### config.mk
export PLATFORM = sky130hd
export DESIGN_NAME = wb_arbiter
export DESIGN_NICKNAME = d
export VERILOG_FILES = /design/src/rtl/wb_arbiter.sv
export SDC_FILE = /design/constraint.sdc
export NUM_CORES = 1
export LEC_CHECK = 0
export BUFFER_PORTS_ARGS = -buffer_cell sky130_fd_sc_hd__clkbuf_2
export CAP_MARGIN = 0
export CELL_PAD_IN_SITES_DETAIL_PLACEMENT = 1
export CELL_PAD_IN_SITES_GLOBAL_PLACEMENT = 2
export CORE_MARGIN = 2
export CORE_UTILIZATION = 28
export DETAILED_ROUTE_END_ITERATION = 10
export PLACE_DENSITY_LB_ADDON = 0.1
export SYNTH_ARGS = -nofsm -noshare
export SYNTH_HDL_FRONTEND = slang
export SYNTH_SLANG_ARGS = --single-unit
### constraint.sdc
create_clock -name clk -period 5.5 [get_ports clk]
set_input_delay 0.55 -clock clk [delete_from_list [all_inputs] [get_ports clk]]
set_output_delay 0.55 -clock clk [all_outputs]
set_load 0.01 [all_outputs]
### src/rtl/wb_arbiter.sv
// wb_arbiter
//
// Round-robin arbiter that merges N valid/ready requester streams into one
// registered output stream.
//
// Grant rules:
//   - A grant is issued only when the output register can take a new entry
//     (it is empty, or it drains on the same edge).
//   - The search starts at the round-robin pointer and wraps. The first
//     requester found with valid high wins.
//   - The pointer moves to one past the winner, and only on a real grant.
//
// Throughput and latency:
//   - Draining and loading on the same edge give one payload per cycle with
//     no bubbles.
//   - A payload accepted at edge k is visible on out_data after edge k.
//
// Ports:
//   clk        sole clock, rising-edge active
//   reset      synchronous active-high reset
//   req_valid  [N]      requester i presents a payload
//   req_ready  [N]      requester i's payload is accepted this cycle (one-hot or zero)
//   req_data   T x N    payload of requester i
//   out_valid           output register holds a payload
//   out_ready           consumer accepts the output this cycle
//   out_data   T        registered payload
//   out_src    [SW]     index of the requester that supplied out_data
module wb_arbiter #(
    parameter type T  = logic,
    parameter int  N  = 3,
    localparam int SW = (N > 1) ? $clog2(N) : 1
) (
    input  logic          clk,
    input  logic          reset,
    input  logic [N-1:0]  req_valid,
    output logic [N-1:0]  req_ready,
    input  T              req_data [N],
    output logic          out_valid,
    input  logic          out_ready,
    output T              out_data,
    output logic [SW-1:0] out_src
);

    // Architectural state
    logic          out_valid_reg;
    T              out_data_reg;
    logic [SW-1:0] out_src_reg;
    logic [SW-1:0] ptr_reg;

    // Grant datapath
    logic          load_ok;
    logic          grant_en;
    logic [SW-1:0] grant_idx;
    logic [SW-1:0] ptr_next;
    T              grant_data;

    // cand_idx[k] is the requester visited k-th in the search from ptr_reg.
    // One extra bit keeps ptr+k from overflowing before the wrap.
    logic [SW:0]   cand_idx  [N];
    logic [N-1:0]  valid_rot;

    assign load_ok  = !out_valid_reg || out_ready;
    assign grant_en = !reset && load_ok && (|req_valid);

    generate
        for (genvar gi = 0; gi < N; gi++) begin : g_rotate
            logic [SW:0] rot_sum;
            assign rot_sum      = {1'b0, ptr_reg} + (SW+1)'(gi);
            assign cand_idx[gi] = (rot_sum >= (SW+1)'(N)) ? rot_sum - (SW+1)'(N) : rot_sum;
            // A shifted mask avoids index-width issues for non-power-of-two N.
            assign valid_rot[gi] = |(req_valid & (N'(1) << cand_idx[gi]));
        end
    endgenerate

    // Priority encode over the rotated order. Iterate from the far end so that
    // the closest candidate to ptr_reg wins.
    always_comb begin
        grant_idx = '0;
        for (int k = N - 1; k >= 0; k--) begin
            if (valid_rot[k]) begin
                grant_idx = SW'(cand_idx[k]);
            end
        end
    end

    // Payload mux for the winner
    always_comb begin
        grant_data = req_data[0];
        for (int k = 1; k < N; k++) begin
            if (grant_idx == SW'(k)) begin
                grant_data = req_data[k];
            end
        end
    end

    assign ptr_next = (grant_idx == SW'(N - 1)) ? '0 : grant_idx + SW'(1);

    generate
        for (genvar gi = 0; gi < N; gi++) begin : g_ready
            assign req_ready[gi] = grant_en && (grant_idx == SW'(gi));
        end
    endgenerate

    always_ff @(posedge clk) begin
        if (reset) begin
            out_valid_reg <= 1'b0;
            out_data_reg  <= '0;
            out_src_reg   <= '0;
            ptr_reg       <= '0;
        end else if (grant_en) begin
            // A load, either into an empty register or replacing a draining entry.
            out_valid_reg <= 1'b1;
            out_data_reg  <= grant_data;
            out_src_reg   <= grant_idx;
            ptr_reg       <= ptr_next;
        end else if (out_ready) begin
            // A drain with no replacement. data/src keep their last value.
            out_valid_reg <= 1'b0;
        end
    end

    assign out_valid = out_valid_reg;
    assign out_data  = out_data_reg;
    assign out_src   = out_src_reg;

endmodule

==> results of run 1 <==
[metrics by stage]
step	utilization	setup WS [ps]	std cells	hold WS, ps
2_1_floorplan	-	2963	67	463.1
3_3_place_gp	0.3606	2659	107	456.8
3_5_place_dp	0.3606	2650	107	473.3
4_1_cts	0.3735	2355	110	484.3
5_1_grt	0.3735	2105	110	524.6
6_report	0.3735	2372	110	469.2
[worst min-delay path: cells and delay by family (launching register included)]
kind	cells	cell delay [ps]
and+or+nand+nor	1	50
AOI/OAI and AO/OA	1	60
DFF	1	330
[cells in the final DEF, fill, tap and decap left out, drive strengths merged]
| cell type | count |
|---|---|
| and4bb | 3 |
| nand3 | 2 |
| nor2 | 5 |
| and2 | 1 |
| clkbuf | 18 |
| a32oi | 1 |
| and2b | 2 |
| xnor2 | 1 |
| o31ai | 1 |
| nand2b | 1 |
| a21oi | 3 |
| nand4 | 1 |
| or3 | 2 |
| inv | 6 |
| a41o | 1 |
| o21ai | 4 |
| a222oi | 1 |
| and3 | 1 |
| dfxtp | 6 |
| nand2 | 8 |
| a22oi | 1 |
| nand3b | 1 |
| a311o | 1 |
| a2bb2oi | 1 |
| ha | 4 |
| a31o | 1 |
| nor2b | 3 |
| nor3 | 2 |
| a211oi | 1 |
| nor4bb | 1 |
| and4 | 1 |
[where the power goes]
part	internal, W	switching [W]	total, W
Combinational	0.0000237	0.0000302	0.0000539
Sequential	0.0000485	0.00000315	0.0000516
Clock	0.0000247	0.0000162	0.0000409
[layout make-up]
type / instances / area share
well taps: 25 / 0.04798
flip-flops and latches: 6 / 0.1843
multi-input cells: 55 / 0.5835
repair buffers: 15 / 0.1152
inverters: 6 / 0.03455
clock buffers: 3 / 0.03455
[routing by layer]
| layer | vias up | global-route usage | routed length (um) |
|---|---|---|---|
| met5 | - | 0 | 0 |
| met4 | 0 | 0.01667 | 0 |
| met3 | 0 | 0.05769 | 71 |
| met2 | 12 | 0.1946 | 624 |
| met1 | 273 | 0.2087 | 645 |
| li1 | 286 | - | - |
[final timing paths]
path              cells after the start           end       start  slack [ps]
setup / recovery                      8  req_ready[2]  ptr_reg[0]        2370
hold / removal                        2    out_src[0]  out_src[0]         470
hold reg to reg                       2    out_src[0]  out_src[0]         470
setup reg to reg                      8      out_data  ptr_reg[0]        2980
[kinds of logic after synthesis]
family          Yosys count  share of synthesized area
simple gates             34                     0.3972
compound gates           16                     0.2177
buf+inv                   6                    0.04306
flops                     6                     0.2297
fa+ha+maj                 4                    0.09570
xor+xnor                  1                    0.01675
==> flow_summary.yaml, run 1 <==
routing:
  drt_iter0_drc: 13
  drc: 0
  ant_nets: 0
  viasPerCell: 5.191
  wl_um: 1341
  firstDrtPassIters: 4
  post_drt_wl_per_cell_um: 12.19
  vias: 571
min_path:
  hold_class: "flip-flop to flip-flop"
yosys:
  synth_nets: 80
  ys.flop_type: "dfxtp_1"
  synth_most_common_cell: "nand2_1"
  postSynth.asyncResetShare: 0
  synth_top_cell_by_area: "dfxtp_1"
  synth_seq_area_share: 0.2297
  synth_top_area_frac: 0.2297
  netlist_top_cells_count: "8 x nand2_1, 6 x dfxtp_1, 6 x inv_1, 5 x nor2_1, 4 x ha_1"
  ys_types: 31
  yosys-top-cells-area: "dfxtp_1 23%, ha_1 9.6%, and4bb_1 7.2%, nand2_1 5.7%, inv_1 4.3%"
  ys_ff_latch: 6
  synth_area_um2: 523.0
  syn_inst: 67
  synth-edff-count: 0
  syn_area_per_cell_um2: 7.806
  ys_warn_count: 0
clock_network:
  htree_levels: 1
  cts_tree: "yes"
  clock_tree.root_cell: "clkbuf_4"
  hold_buffers: 0
  post_cts_resized: 0
  clk_latency_ps: 240
  clock_sinks: 6
  cts_buffers: 3
  cts_setup_buffers: 0
  cts_buffer_depth: 2
  path_clk_slew_ps: 50
sta:
  tightest_slew_ps: 756.8
  drv_slew: 0
  max_freq_ghz: 0.3197
  fin_crit_ps: 3128
  rsz0062_at_grt: "false"
  fin_setup_tns_ps: 0
  hold_violations: 0
  setup_viol: 0
  finClkSkew_ps: 1.438
  slew_headroom: 0.4955
  final.period_utilization: 0.5686
floorplan:
  die_h_um: 47.22
  die-area_um2: 2230
  start_util: 0.2996
  die_x_um: 47.22
  ioPinCount: 16
  core_um2: 1745
  num_rows: 15
cells_and_area:
  stdcell_area_um2: 651.9
  diodes: 0
  fin_nets: 100
  multiInputGateArea_um2: 380.4
  regArea_um2: 120.1
  layout-drive-gt1-share: 0.2471
  syn_to_final_growth_pct: 24.64
  fill_cells: 227
worst_setup_path:
  cp.buffers_inverters: 2
  endpoint_kind: "primary output"
  cp_slowest_cell: "a222oi_1"
  worstSetupPathType: "flip-flop to primary output"
  worstPathRequired_ps: 4950
  cp_max_fo: 7
  max_stage_delay_ps: 650
  path_cells: "inv_1, ha_1, and4bb_1, o21ai_1, o31ai_1, a222oi_1, and3_2, clkbuf_2"
  start_kind: "flip-flop"
  cpLargestDelayFamily: "compound AO/OA/AOI/OAI gates"
  arrival_ps: 2580
power:
  peakVddDrop_mv: 0.1064
  powerDensity_nw_per_um2: 224.7
  total_power_w: 0.0001465
  p_leak_nw: 0.3131
place:
  hpwl_um: 1089
  io_buffer_count: 15
  placed_area_um2: 629.4
  finalWeightedCongestion: 0.7856
outcome:
  status: "complete, no violations"
global_route:
  grt_pass1_vias: 494
  grt_max_degree: 10
  grt_overflow: 0
  antenna_found_initial: 0
  grt_pass1_wl_um: 2235
  grt_usage: 0.1407
flow_run:
  drv_cap: 0
No activity file was read; power rests on OpenSTA's default activity.
==> inputs of run 2 (changes only) <==
--- a/config.mk
+++ b/config.mk
@@ -5,12 +5,14 @@
 export SDC_FILE = /design/constraint.sdc
 export NUM_CORES = 1
 export LEC_CHECK = 0
+export ABC_AREA = 1
 export BUFFER_PORTS_ARGS = -buffer_cell sky130_fd_sc_hd__clkbuf_2
 export CAP_MARGIN = 0
 export CELL_PAD_IN_SITES_DETAIL_PLACEMENT = 1
 export CELL_PAD_IN_SITES_GLOBAL_PLACEMENT = 2
+export CORE_ASPECT_RATIO = 0.6
 export CORE_MARGIN = 2
-export CORE_UTILIZATION = 28
+export CORE_UTILIZATION = 22
 export DETAILED_ROUTE_END_ITERATION = 10
 export PLACE_DENSITY_LB_ADDON = 0.1
 export SYNTH_ARGS = -nofsm -noshare
==> constraint.sdc (replaced) <==
create_clock -name clk -period 2.8 [get_ports clk]
set_input_delay 0.28 -clock clk [delete_from_list [all_inputs] [get_ports clk]]
set_output_delay 0.28 -clock clk [all_outputs]
set_load 0.01 [all_outputs]
==> run 2 against run 1 <==
  * Synthesized cell count increased by 25%
  * Combinational power rose to 4.5 times the previous value
  * Largest cell class unchanged
  * Largest power group unchanged
  * Critical path depth up 3
==> flow_summary.yaml, run 2 <==
sta:
  rsz0062_at_grt: "false"
  hold_violations: 0
  slew_headroom: 0.7180
  fin_crit_ps: 2331
  finClkSkew_ps: 2.750
  setup_viol: 0
  max_freq_ghz: 0.4290
  drv_slew: 0
  final.period_utilization: 0.8325
  fin_setup_tns_ps: 0
  tightest_slew_ps: 420.7
cells_and_area:
  fin_cells: 132
  final_common_cell: "nand2_1"
  stdcell_area_um2: 676.9
  final_cell_mix: "25 x nand2_1, 17 x inv_1, 15 x clkbuf_2, 6 x nor2_1, 6 x dfxtp_1"
  syn_to_final_growth_pct: 29.43
  layout-drive-gt1-share: 0.3137
  diodes: 0
  fin_nets: 117
routing:
  drc: 0
  vias: 556
  wl_met3_um: 72
  wl_met1_um: 822
  dr_wl_met2_um: 507
  ant_nets: 0
  post_drt_wl_per_cell_um: 10.70
  dr.max_layer_used: "met4"
  wl_um: 1413
  firstDrtPassIters: 4
  drt_iter0_drc: 19
  viasPerCell: 4.212
yosys:
  postSynth.asyncResetShare: 0
  synth-edff-count: 0
  ys_warn_count: 0
  synth_most_common_cell: "nand2_1"
  yosys-top-cells-area: "dfxtp_1 23%, nand2_1 18%, inv_1 12%, ha_1 9.6%, nand3_2 5.7%"
  ys_types: 16
  ys.flop_type: "dfxtp_1"
  synth_area_um2: 523.0
  synth_nets: 97
  synth_top_area_frac: 0.2297
  synth_seq_area_share: 0.2297
  synth_top_cell_by_area: "dfxtp_1"
  syn_area_per_cell_um2: 6.226
  netlist_top_cells_count: "25 x nand2_1, 17 x inv_1, 6 x dfxtp_1, 6 x nor2_1"
  syn_inst: 84
  ys_ff_latch: 6
power:
  p_leak_nw: 0.3829
  total_power_w: 0.0004857
  peakVddDrop_mv: 0.2234
  powerDensity_nw_per_um2: 717.5
floorplan:
  die_h_um: 41.77
  ioPinCount: 16
  die_x_um: 66.95
  start_util: 0.2364
  die-area_um2: 2796
  num_rows: 13
  core_um2: 2212
clock_network:
  cts_buffers: 3
  path_clk_slew_ps: 40
  cts_tree: "yes"
  htree_levels: 1
  hold_buffers: 0
  cts_setup_buffers: 0
  post_cts_resized: 0
  clock_tree.root_cell: "clkbuf_8"
  cts_buffer_depth: 2
  clk_latency_ps: 220
  clock_sinks: 6
place:
  finalWeightedCongestion: 0.7271
  hpwl_um: 1254
  io_buffer_count: 15
  placed_area_um2: 635.6
  dp.cells: 129
global_route:
  grt_pass1_vias: 553
  grt_max_degree: 7
  grt_overflow: 0
  grt_pass1_wl_um: 2580
  antenna_found_initial: 0
  grt_usage: 0.1277
worst_setup_path:
  arrival_ps: 2050
  cp_max_fo: 5
  endpoint_kind: "primary output"
  worstPathRequired_ps: 2520
  start_kind: "flip-flop"
  worstSetupPathType: "flip-flop to primary output"
min_path:
  hold_class: "input pin to flip-flop"
outcome:
  status: "complete, no violations"
flow_run:
  drv_cap: 0
==> run 2: per-layer routing <==
layer,vias up,global-route usage
met5,-,0
met4,0,0.06122
met3,2,0.04065
met2,13,0.1560
met1,247,0.1935
li1,294,-
==> run 2: through the flow <==
step / utilization / hold WS [ps] / setup WS [ps]
5_1_grt: 0.3060 / 287.1 / 193.9
6_report: 0.3060 / 270.3 / 469.0
3_5_place_dp: 0.2873 / 497.7 / 675.6
4_1_cts: 0.3060 / 270.7 / 432.5
2_1_floorplan: - / 349.1 / 996.1
3_3_place_gp: 0.2873 / 490.1 / 653.4
==> run 2: layout make-up <==
cell class              instances  area (um2)
repair buffers                 15       75.07
clock buffers                   3       41.29
inverters                      18       67.56
flip-flops and latches          6       120.1
well taps                      30       37.54
multi-input cells              60       335.3
fillers                       297        1535
==> run 2: cells by family (layout without fill, tap and decap cells) <==
family,Yosys count,count (layout),synth area share
DFF,6,6,0.2297
buffers and inverters,18,36,0.1292
and+or+nand+nor,47,47,0.4378
AOI/OAI and AO/OA,9,9,0.1076
adders and majority gates,4,4,0.09570
==> run 2: critical path, stage by stage, from the launching register on <==
cell      delay [ps]
dfxtp_1          370
inv_1             80
ha_1             370
nand2_1          130
nand2_1           70
nor2_2           100
nand3_1          140
a21oi_2          220
nor2_1            70
nand2_1          100
inv_1             50
clkbuf_2         120
==> run 2: final timing paths <==
kind | slack (ps) | startpoint | end | depth (start not counted)
worst max register to register | 920 | ptr_reg[0] | out_data | 11
worst max-delay path | 470 | ptr_reg[0] | req_ready[1] | 11
worst min-delay path | 270 | reset | ptr_reg[0] | 2
worst min register to register | 500 | out_src[0] | out_src[0] | 2
==> run 2: where the power goes <==
group          switching (W)  internal, W  total, W  leakage (nW)
registers          0.0000105     0.000102  0.000113        0.0499
logic               0.000154    0.0000882  0.000242         0.311
clock network      0.0000388    0.0000925  0.000131        0.0216
